===== config.mk =====
export PLATFORM = sky130hd
export DESIGN_NAME = fp_switch_ctrl
export DESIGN_NICKNAME = d
export VERILOG_FILES = /design/src/rtl/fp_switch_ctrl_pkg.sv /design/src/rtl/fp_sync2.sv /design/src/rtl/fp_switch_ctrl.sv
export SDC_FILE = /design/constraint.sdc
export NUM_CORES = 1
export LEC_CHECK = 0
export ABC_CLOCK_PERIOD_IN_PS = 2900
export CAP_MARGIN = 0
export CORE_MARGIN = 10
export CORE_UTILIZATION = 53
export CTS_BUF_LIST = sky130_fd_sc_hd__clkbuf_8
export CTS_CLUSTER_SIZE = 25
export DETAILED_ROUTE_END_ITERATION = 16
export PLACE_DENSITY = 0.78
export SETUP_SLACK_MARGIN = 0.4
export SYNTH_ARGS = -nofsm -noshare
export SYNTH_HDL_FRONTEND = slang
export SYNTH_SLANG_ARGS = --single-unit

===== constraint.sdc =====
create_clock -name clk -period 2.9 [get_ports clk]
set_clock_uncertainty 0.05 [all_clocks]
set_input_delay 0.725 -clock clk [delete_from_list [all_inputs] [get_ports clk]]
set_output_delay 0.725 -clock clk [all_outputs]
set_load 0.05 [all_outputs]

===== src/rtl/fp_switch_ctrl_pkg.sv =====
// Shared encodings for the front-panel switch conditioner: FSM state codes
// and the default channel assignment of the PDP-8/e front-panel switches.
package fp_switch_ctrl_pkg;

  localparam logic [2:0] ST_IDLE    = 3'd0;
  localparam logic [2:0] ST_CAPTURE = 3'd1;
  localparam logic [2:0] ST_PULSE   = 3'd2;
  localparam logic [2:0] ST_HOLDOFF = 3'd3;
  localparam logic [2:0] ST_RELEASE = 3'd4;

  localparam int CH_CLEAR     = 6;
  localparam int CH_EXTD_ADDR = 5;
  localparam int CH_ADDR_LOAD = 4;
  localparam int CH_DEP       = 3;
  localparam int CH_EXAM      = 2;
  localparam int CH_CONT      = 1;
  localparam int CH_DSEL      = 0;

endpackage


===== src/rtl/fp_sync2.sv =====
// Parametrised-width two-flop synchroniser for asynchronous switch levels.
module fp_sync2 #(
  parameter int W = 1
) (
  input  logic         clk,
  input  logic         reset,
  input  logic [W-1:0] d,
  output logic [W-1:0] q
);

  logic [W-1:0] meta;

  // NOTE: non-blocking assignments let both stages sample their pre-edge values,
  // giving a true two-flop chain instead of a single collapsed register.
  always_ff @(posedge clk) begin
    if (reset) begin
      meta <= '0;
      q    <= '0;
    end else begin
      meta <= d;
      q    <= meta;
    end
  end

endmodule


===== src/rtl/fp_switch_ctrl.sv =====
// Front-panel switch conditioner: synchronise, latch, one-shot pulse, hold-off,
// wait for release. Optional auto-repeat of held switches under FP_AUTO_REPEAT_EN.
module fp_switch_ctrl
  import fp_switch_ctrl_pkg::*;
#(
  parameter int                NUM_SW      = 7,
  parameter int                DSEL_IDX    = CH_DSEL,
  parameter int                DSEL_W      = 6,
  parameter int                PULSE_LEN   = 3,
  parameter int                DBNCE_BITS  = 4,
  parameter int                REPEAT_BITS = 20,
  parameter logic [NUM_SW-1:0] REPEAT_MASK = '0
) (
  input  logic              clk,
  input  logic              reset,
  input  logic [NUM_SW-1:0] sw_in,
  output logic [NUM_SW-1:0] sw_pulse,
  output logic              trigger,
  output logic              sw_active,
  output logic              armed,
  output logic [DSEL_W-1:0] dsel
);

  localparam int PCNT_W = $clog2(PULSE_LEN + 1);
  localparam logic [DSEL_W-1:0] DSEL_RST = DSEL_W'(1) << (DSEL_W - 1);

  logic [NUM_SW-1:0]   sw_s;
  logic [NUM_SW-1:0]   latch;
  logic [2:0]          state;
  logic [PCNT_W-1:0]   pcnt;
  logic [DBNCE_BITS:0] hcnt;
  logic                repeat_fire;
  logic [NUM_SW-1:0]   held;

  fp_sync2 #(.W(NUM_SW)) u_sync (
    .clk   (clk),
    .reset (reset),
    .d     (sw_in),
    .q     (sw_s)
  );

  assign held      = sw_s & REPEAT_MASK;
  assign armed     = (state == ST_IDLE);
  // Drops on the terminal hold-off cycle so the flag spans exactly 2^DBNCE_BITS cycles.
  assign sw_active = (state == ST_HOLDOFF) && !hcnt[DBNCE_BITS];

`ifdef FP_AUTO_REPEAT_EN
  logic [NUM_SW-1:0]    held_q;
  logic [REPEAT_BITS:0] rcnt;

  // Fires only when the repeatable set has stayed identical for the whole interval.
  assign repeat_fire = rcnt[REPEAT_BITS] && (held == held_q);

  always_ff @(posedge clk) begin
    if (reset || state != ST_RELEASE) begin
      rcnt   <= '0;
      held_q <= '0;
    end else begin
      held_q <= held;
      if (held == '0 || held != held_q || rcnt[REPEAT_BITS])
        rcnt <= '0;
      else
        rcnt <= rcnt + (REPEAT_BITS+1)'(1);
    end
  end
`else
  assign repeat_fire = 1'b0;
`endif

  always_ff @(posedge clk) begin
    if (reset) begin
      state    <= ST_IDLE;
      latch    <= '0;
      sw_pulse <= '0;
      trigger  <= 1'b0;
      pcnt     <= '0;
      hcnt     <= '0;
      dsel     <= DSEL_RST;
    end else begin
      case (state)
        ST_IDLE: begin
          latch <= latch | sw_s;
          if (latch != '0) state <= ST_CAPTURE;
        end
        ST_CAPTURE: begin
          sw_pulse <= latch;
          trigger  <= 1'b1;
          latch    <= '0;
          pcnt     <= PCNT_W'(1);
          state    <= ST_PULSE;
        end
        ST_PULSE: begin
          if (pcnt == PCNT_W'(1) && sw_pulse[DSEL_IDX])
            dsel <= {dsel[0], dsel[DSEL_W-1:1]};
          if (pcnt == PCNT_W'(PULSE_LEN)) begin
            sw_pulse <= '0;
            trigger  <= 1'b0;
            hcnt     <= '0;
            state    <= ST_HOLDOFF;
          end else begin
            pcnt <= pcnt + PCNT_W'(1);
          end
        end
        ST_HOLDOFF: begin
          hcnt <= hcnt + (DBNCE_BITS+1)'(1);
          if (hcnt[DBNCE_BITS]) state <= ST_RELEASE;
        end
        ST_RELEASE: begin
          if (sw_s == '0) begin
            state <= ST_IDLE;
          end else if (repeat_fire) begin
            latch <= held;
            state <= ST_CAPTURE;
          end
        end
        default: state <= ST_IDLE;
      endcase
    end
  end

endmodule

==> metrics.cfg <==
[die]
die_h_um = 76.6
fp.dieW_um = 76.6
core_mm2 = 0.00305
rows = 20
start_util_pct = 55.7
design.die.area_mm2 = 0.00587
design.portCount = 25

[setup_path]
arrival_ns = 1.62
cp_slowest_cell = dfxtp_1
cp_top_family = flip-flops
crit_required_ns = 2.12
start_kind = flop
worstPathBufferInverterCount = 1
worstSetupPathType = flop to output port
path_cells = and2b_4 -> and3b_2 -> buf_4
cpPeakStageDelay_ns = 0.62
crit_path_end_kind = output port
cp_max_fo = 12

[yosys]
ys.flop_type = dfxtp_1
async_flop_share_pct = 0
syn_area_mm2 = 0.00170
yosys.area.top_type = dfxtp_1
yosysMostFrequentCell = dfxtp_1
avgSynthCellArea_um2 = 10.1
synth_warnings = 0
ys_top_cells_by_count = dfxtp_1 (45), nor2_1 (20), nor2b_1 (16)
ys_types = 39
synth_nets = 181
yosys-top-cells-area = dfxtp_1 (53%), nor2b_1 (5.9%), nor2_1 (4.4%), a21oi_1 (4.1%), a22o_1 (4.1%)
synth_top_area_share_pct = 53.0
ys_seq_elements = 45
syn_inst = 169
synth_edf_count = 0
ys_seq_area_share_pct = 53.0

[global_route]
antenna_found_initial = 0
grtUsageTotal_pct = 10.7
overflow = 0
grt_pass1_wl_um = 5340
first_global_vias = 1245
grtUsageMet2_pct = 17.3
grt_start_max_net_pins = 20
met3_usage_pct = 5.78
met1_usage_pct = 11.8
top_usage_layer = met2

[cts]
cts_root_buf = clkbuf_8
cts_buffer_depth = 2
cts_buffers = 5
worstSkewPairLatency_ns = 0.29
cts.sinks = 45
cts_max_level = 2
tritoncts = built
clk_pin_slew_ns = 0.08

[detailed_routing]
drtPass1Iterations = 4
detail-route-antenna-nets = 0
drt-vias-per-instance = 5.31
drc_errors = 0
wl_um = 3080
via_count = 1269
drtIter0Drc = 92
wire_per_inst_um = 12.9

[final_layout]
drive_gt1_share_pct = 12.8
final_area_mm2 = 0.00207
n_antenna_cell = 0
fin_util_pct = 67.8
final_nets = 206
area_delta_synth_final_pct = 21.8

[sta]
period_share_pct = 82.6
tns_ns = 0
rsz0062_at_grt = false
clock.fmax_ghz = 0.417
finalSetupViolCount = 0
max_slew_margin_pct = 55.9
timing.final.ws_setup_ns = 0.504
worst_pin_slew_ns = 0.659
period_minus_slack_ns = 2.40
hold_viol_final = 0
finalMaxSlewViolations = 0

[placement]
place_ws_ns = 0.619
placed_area_mm2 = 0.00197
numPortBuffers = 24
place.detailed.hpwl_um = 2310
routabilityCongestion = 0.790

[power]
irDropWorstVdd_v = 0.000397
finalPower_mw = 1.43
p_per_area_mw_per_mm2 = 693
p_leak_nw = 0.855

[hold_path]
min_path_type = flop to flop

[run_status]
outcome = finished clean

[run]
max_cap_violations = 0

==> registers in the layout, indices dropped and copies added, names as in the netlist <==
name         flops
dsel             6
hcnt             5
latch            7
pcnt             2
state            3
sw_pulse         7
trigger          1
u_sync.meta      7
u_sync.q         7
==> cell type report <==
| class | instances | area [um^2] |
|---|---|---|
| fillers | 265 | 983 |
| flip-flops and latches | 45 | 902 |
| multi-input cells | 112 | 746 |
| repair buffers | 26 | 251 |
| clock buffers | 6 | 82.6 |
| well taps | 44 | 55.1 |
| clock inverters | 2 | 17.5 |
| inverters | 4 | 15.0 |
==> worst paths after layout <==
path                                           startpoint                endpoint  slack, ns  cells past startpoint
worst max register to register      state[2]$_SDFFE_PP0P_    dsel[5]$_SDFFE_PP1P_       1.35                      4
worst min register to register  u_sync.meta[6]$_SDFF_PP0_  u_sync.q[6]$_SDFF_PP0_       0.39                      1
worst max-delay path                state[2]$_SDFFE_PP0P_               sw_active       0.50                      3
worst min-delay path            u_sync.meta[6]$_SDFF_PP0_  u_sync.q[6]$_SDFF_PP0_       0.39                      1
==> metal layers <==
metal  share of wire [%]  routed length [um]  vias up
met1                  43                1330      595
met5                   0                   0        -
met2                  47                1450       33
met4                0.19                   6        0
li1                    -                   -      639
met3                 9.6                 295        2
==> metrics by stage <==
step	hold slack, ns	std cells
5_1_grt	0.411	239
4_1_cts	0.396	239
6_report	0.394	239
3_3_place_gp	0.370	231
3_5_place_dp	0.376	231
2_1_floorplan	0.364	169
==> worst register-to-register path, delay by kind of cell (launching register included) <==
kind,cells,cell delay [ns]
AND/OR/NAND/NOR,3,0.52
AO/OA/AOI/OAI,1,0.25
flip-flops,1,0.62
==> where the power goes <==
group / total [mW] / switching (mW) / internal, mW
clock network: 0.406 / 0.208 / 0.198
logic: 0.323 / 0.194 / 0.129
registers: 0.704 / 0.0433 / 0.661
total: 1.43 / 0.446 / 0.987
==> repair_timing <==
item,4_1_cts,5_1_grt
setup buffers,0,0
hold buffers,0,0
resized for setup,1,1
setup endpoints to repair,1,1
==> kinds of logic after synthesis <==
kind of cell / count (synthesis) / share of synthesized area, %
buffers and inverters: 12 / 3.39
AO/OA/AOI/OAI: 35 / 14.4
adder cells (fa/ha/maj): 3 / 2.21
flip-flops: 45 / 53.0
AND/OR/NAND/NOR: 66 / 22.2
multiplexers: 8 / 4.86
==> placed cells by master, fill, tap and decap left out, types with 2 or more instances in the layout <==
master            n
inv_1             2
nor4_1            3
and3_1            2
clkbuf_8          6
a21oi_1          14
nand2_1           7
clkdlybuf4s50_1  22
nor2_4            2
mux2i_1           6
dfxtp_1          44
nor2_1           20
nor2b_1          16
inv_2             2
buf_4             3
a31oi_1           2
mux2_2            2
ha_1              3
nor3_1            5
a22o_1            8
nand2b_1          2
Note: power is estimated with default switching activity, not from simulation.
==> patch 1, RTL diff (same flow settings) <==
The parameter `DSEL_W` goes from 6 to 5.
--- a/src/rtl/fp_switch_ctrl.sv
+++ b/src/rtl/fp_switch_ctrl.sv
@@ -5,7 +5,7 @@
 #(
   parameter int                NUM_SW      = 7,
   parameter int                DSEL_IDX    = CH_DSEL,
-  parameter int                DSEL_W      = 6,
+  parameter int                DSEL_W      = 5,
   parameter int                PULSE_LEN   = 3,
   parameter int                DBNCE_BITS  = 4,
   parameter int                REPEAT_BITS = 20,
Interface: changed (resized dsel); port bits go from 25 to 24. The function was not compared with the original's and may differ.
==> patch 1 against the original RTL <==
- cell area shrank 0.60%
- wire length grew 5.4%
- largest power group unchanged
- register-to-register slack worse by 0.15 ns
- power increased by 2.5%
- highest routed layer unchanged
- sequential power down 3.7%
- synthesized area is 1.2% lower
- critical path type unchanged
- setup slack better by 0.084 ns
- sequential cell count is 1 lower
==> patch 1: results <==
set metrics [dict create \
    hpwl_um 2366 \
    whs_ns 0.3935 \
    synth_common_cells "dfxtp_1, nor2b_1, nor2_1" \
    placed_cell_area_um2 1942 \
    place_congestion 0.8535 \
    root_buffer "clkbuf_8" \
    outcome "finished clean" \
    antenna_cells 0 \
    clock_path_buffers 2 \
    seq_area_um2 880.8 \
    r2r_slack_ns 1.20 \
    r2r-end "sw_pulse[4]" \
    cts_made_buffers 5 \
    core_area_um2 3053 \
    crit_slowest_cell "clkdlybuf4s50_1" \
    holdPathEnd "u_sync.q[1]" \
    grt_pass1_wl_um 5368 \
    finalNonFillerCells 238 \
    yosysSeqAreaShare 0.5246 \
    min_from "u_sync.meta[1]" \
    slowest_delay_ns 0.83 \
    p_leak_nw 0.7803 \
    dpl_worst_slack_ns 0.6179 \
    yosysUniqueCellTypes 38 \
    vias 1270 \
    crit_fanout 3 \
    crit_path_end "sw_pulse[0]" \
    drtIter0Drc 113 \
    crit_arrival_ns 1.54 \
    syn_inst 170 \
    fillers 254 \
    grt_usage 0.1100 \
    syn-num-nets 182 \
    routed_wl_um 3245 \
    nets 205 \
    holdBufCountCts 0 \
    reg2regPathDepth 3 \
    p_int_mw 1.021 \
    grt_max_degree 25 \
    dp.cells 230 \
    path_delay_family "buffers and inverters" \
    slew_headroom 0.6441 \
    peakVddDrop_mv 0.3593 \
    hp-class "reg2reg" \
    cp-startpoint "sw_pulse[0]" \
    drive_above_1_share 0.09794 \
    synthTopCellsByArea "dfxtp_1, nor2b_1, a22o_1, nor2_1, a21oi_1" \
    min_period_over_period 0.7973 \
    grt_pass1_vias 1228 \
    io_buffers 23 \
]
-- patch 1: cell types whose count changed after synthesis, moves of 4 or more --
| cell | delta |
|---|---|
| nand3_1 | +4 |
| nor3_1 | -4 |
| o21ai_0 | +5 |
| nand2b_1 | +4 |
| nor2_1 | -5 |
| buf_2 | +4 |
-- patch 1: repair_timing --
| action | 4_1_cts | 5_1_grt |
|---|---|---|
| endpoints found under the setup margin | 1 | 0 |
| resized for setup | 1 | 0 |
| buffers inserted | 0 | 0 |
-- patch 1: power groups by stage --
stage	registers [mW]	logic [mW]	clock network [mW]
floorplan	0.711	0.220	0
global placement	0.690	0.316	0
detailed placement	0.691	0.326	0
CTS	0.677	0.322	0.480
global route	0.682	0.350	0.498
finish	0.678	0.321	0.469
-- patch 1: area by class of cell --
class | instances | area share
flip-flops and latches | 44 | 0.4282
multi-input cells | 112 | 0.3601
repair buffers | 26 | 0.1210
clock buffers | 5 | 0.03346
well taps | 44 | 0.02676
clock inverters | 3 | 0.02311
inverters | 4 | 0.007299
-- patch 1: cells by family (layout without fill, tap and decap cells) --
| family | after synthesis | after routing | share of synthesized area |
|---|---|---|---|
| adder cells (fa/ha/maj) | 3 | 3 | 0.02236 |
| AND/OR/NAND/NOR | 66 | 66 | 0.2340 |
| buffers and inverters | 14 | 38 | 0.03725 |
| flip-flops | 44 | 44 | 0.5246 |
| multiplexers | 5 | 5 | 0.02981 |
| AO/OA/AOI/OAI | 38 | 38 | 0.1520 |
-- patch 1: layer usage --
layer,GRT usage,vias up,part of all wire
li1,-,644,-
met1,0.1181,593,0.44
met4,0.06320,0,0.018
met5,0,-,0
met2,0.1769,26,0.48
met3,0.04717,7,0.067
==> patch 2, RTL diff (same flow settings) <==
Made on the original files. Add an input register stage for `sw_in`; this delays it by one clock.
--- a/src/rtl/fp_switch_ctrl.sv
+++ b/src/rtl/fp_switch_ctrl.sv
@@ -24,6 +24,12 @@
   localparam int PCNT_W = $clog2(PULSE_LEN + 1);
   localparam logic [DSEL_W-1:0] DSEL_RST = DSEL_W'(1) << (DSEL_W - 1);
 
+  logic [NUM_SW-1:0] sw_q;
+
+  always_ff @(posedge clk) begin
+    sw_q <= sw_in;
+  end
+
   logic [NUM_SW-1:0]   sw_s;
   logic [NUM_SW-1:0]   latch;
   logic [2:0]          state;
@@ -35,7 +41,7 @@
   fp_sync2 #(.W(NUM_SW)) u_sync (
     .clk   (clk),
     .reset (reset),
-    .d     (sw_in),
+    .d     (sw_q),
     .q     (sw_s)
   );
 
Formal check against the unedited RTL: not equivalent (a bounded check fails within 10 cycles, from zero or initial values and one cycle with reset high).
==> patch 2 against the original RTL <==
- synthesized area increased by 13%
- setup slack better by 0.034 ns
- count of clock-buffer cells in the layout is 1 lower
- wire length grew 21%
- sequential cell count up 7
- sequential share of layout area increased by 2.1 points
- core utilization is 1.1 points lower
- combinational power grew 67%
- via count up 14%
- largest cell class unchanged
- clock power shrank 1%
- synthesized cell count increased by 17%
- cell area rose by 10%
- power up 22%
==> patch 2: results <==
set metrics [dict create \
    outcome "finished clean" \
    wl_met1_um 1529 \
    peakVddDrop_mv 0.3916 \
    slowest_delay_ns 0.35 \
    vias 1453 \
    syn-num-nets 210 \
    holdPathEnd "u_sync.meta[2]" \
    r2r_slack_ns 1.45 \
    path_delay_family "simple AND/OR/NAND/NOR gates" \
    routed_wl_um 3726 \
    drive_above_1_share 0.08407 \
    grt_max_degree 24 \
    yosysUniqueCellTypes 38 \
    routed-wl-met2_um 1922 \
    p_leak_nw 0.8314 \
    fillers 264 \
    placed_cell_area_um2 2190 \
    yosysSeqAreaShare 0.5445 \
    syn_inst 198 \
    drtIter0Drc 111 \
    finalNonFillerCells 272 \
    grt_usage 0.1151 \
    r2r-end "sw_pulse[3]" \
    reg2reg_from "pcnt[0]" \
    grt_pass1_vias 1408 \
    place_congestion 0.7884 \
    drt-pass1-iter-count 4 \
    power.net_switching_uw 618.7 \
    crit_arrival_ns 1.59 \
    met3_length_um 259 \
    dp.cells 264 \
    grt_pass1_wl_um 5975 \
    whs_ns 0.3887 \
    slew_headroom 0.6610 \
    hpwl_um 2787 \
    nets 237 \
    synth_common_cells "dfxtp_1, nand2_1, a21oi_1" \
]
-- patch 2: routing by layer --
layer | vias up | track usage
met4 | 0 | 0.03873
met2 | 43 | 0.2151
met1 | 665 | 0.1130
met5 | - | 0
li1 | 743 | -
met3 | 2 | 0.04343
-- patch 2: kinds of logic after synthesis --
| kind of cell | share of synthesized area |
|---|---|
| flops | 0.5445 |
| simple gates | 0.2264 |
| buf+inv | 0.03861 |
| fa+ha+maj | 0.01964 |
| mux | 0.01571 |
| compound gates | 0.1551 |
-- patch 2: power by group through the flow --
stage,Combinational (mW),Sequential (mW),Clock (mW)
2_1_floorplan,0.369,0.864,0
3_3_place_gp,0.517,0.825,0
3_5_place_dp,0.541,0.829,0
4_1_cts,0.536,0.812,0.413
5_1_grt,0.588,0.821,0.434
6_report,0.538,0.814,0.402
-- patch 2: repair_timing --
item	CTS	global route
setup endpoints to repair	1	0
buffers inserted	0	0
gates resized for setup	1	0
-- patch 2: layout make-up --
cell class	instances	area (um2)	area share
Clock inverter	3	21.27	0.009336
Timing Repair Buffer	28	266.5	0.1170
Multi-Input combinational cell	131	797.0	0.3498
Clock buffer	5	68.82	0.03020
Sequential cell	52	1041	0.4569
Inverter	7	26.28	0.01153
Tap cell	46	57.56	0.02526
-- patch 2: worst max path at each step --
stage | startpoint | end | slack, ns | cells past startpoint
CTS | state[2] | sw_active | 0.54 | 5
floorplan | state[1] | armed | 0.62 | 1
detailed placement | reset | latch[1] | 0.62 | 4
finish | state[1] | sw_active | 0.54 | 5
global route | state[1] | sw_active | 0.48 | 5
global placement | reset | latch[3] | 0.68 | 4
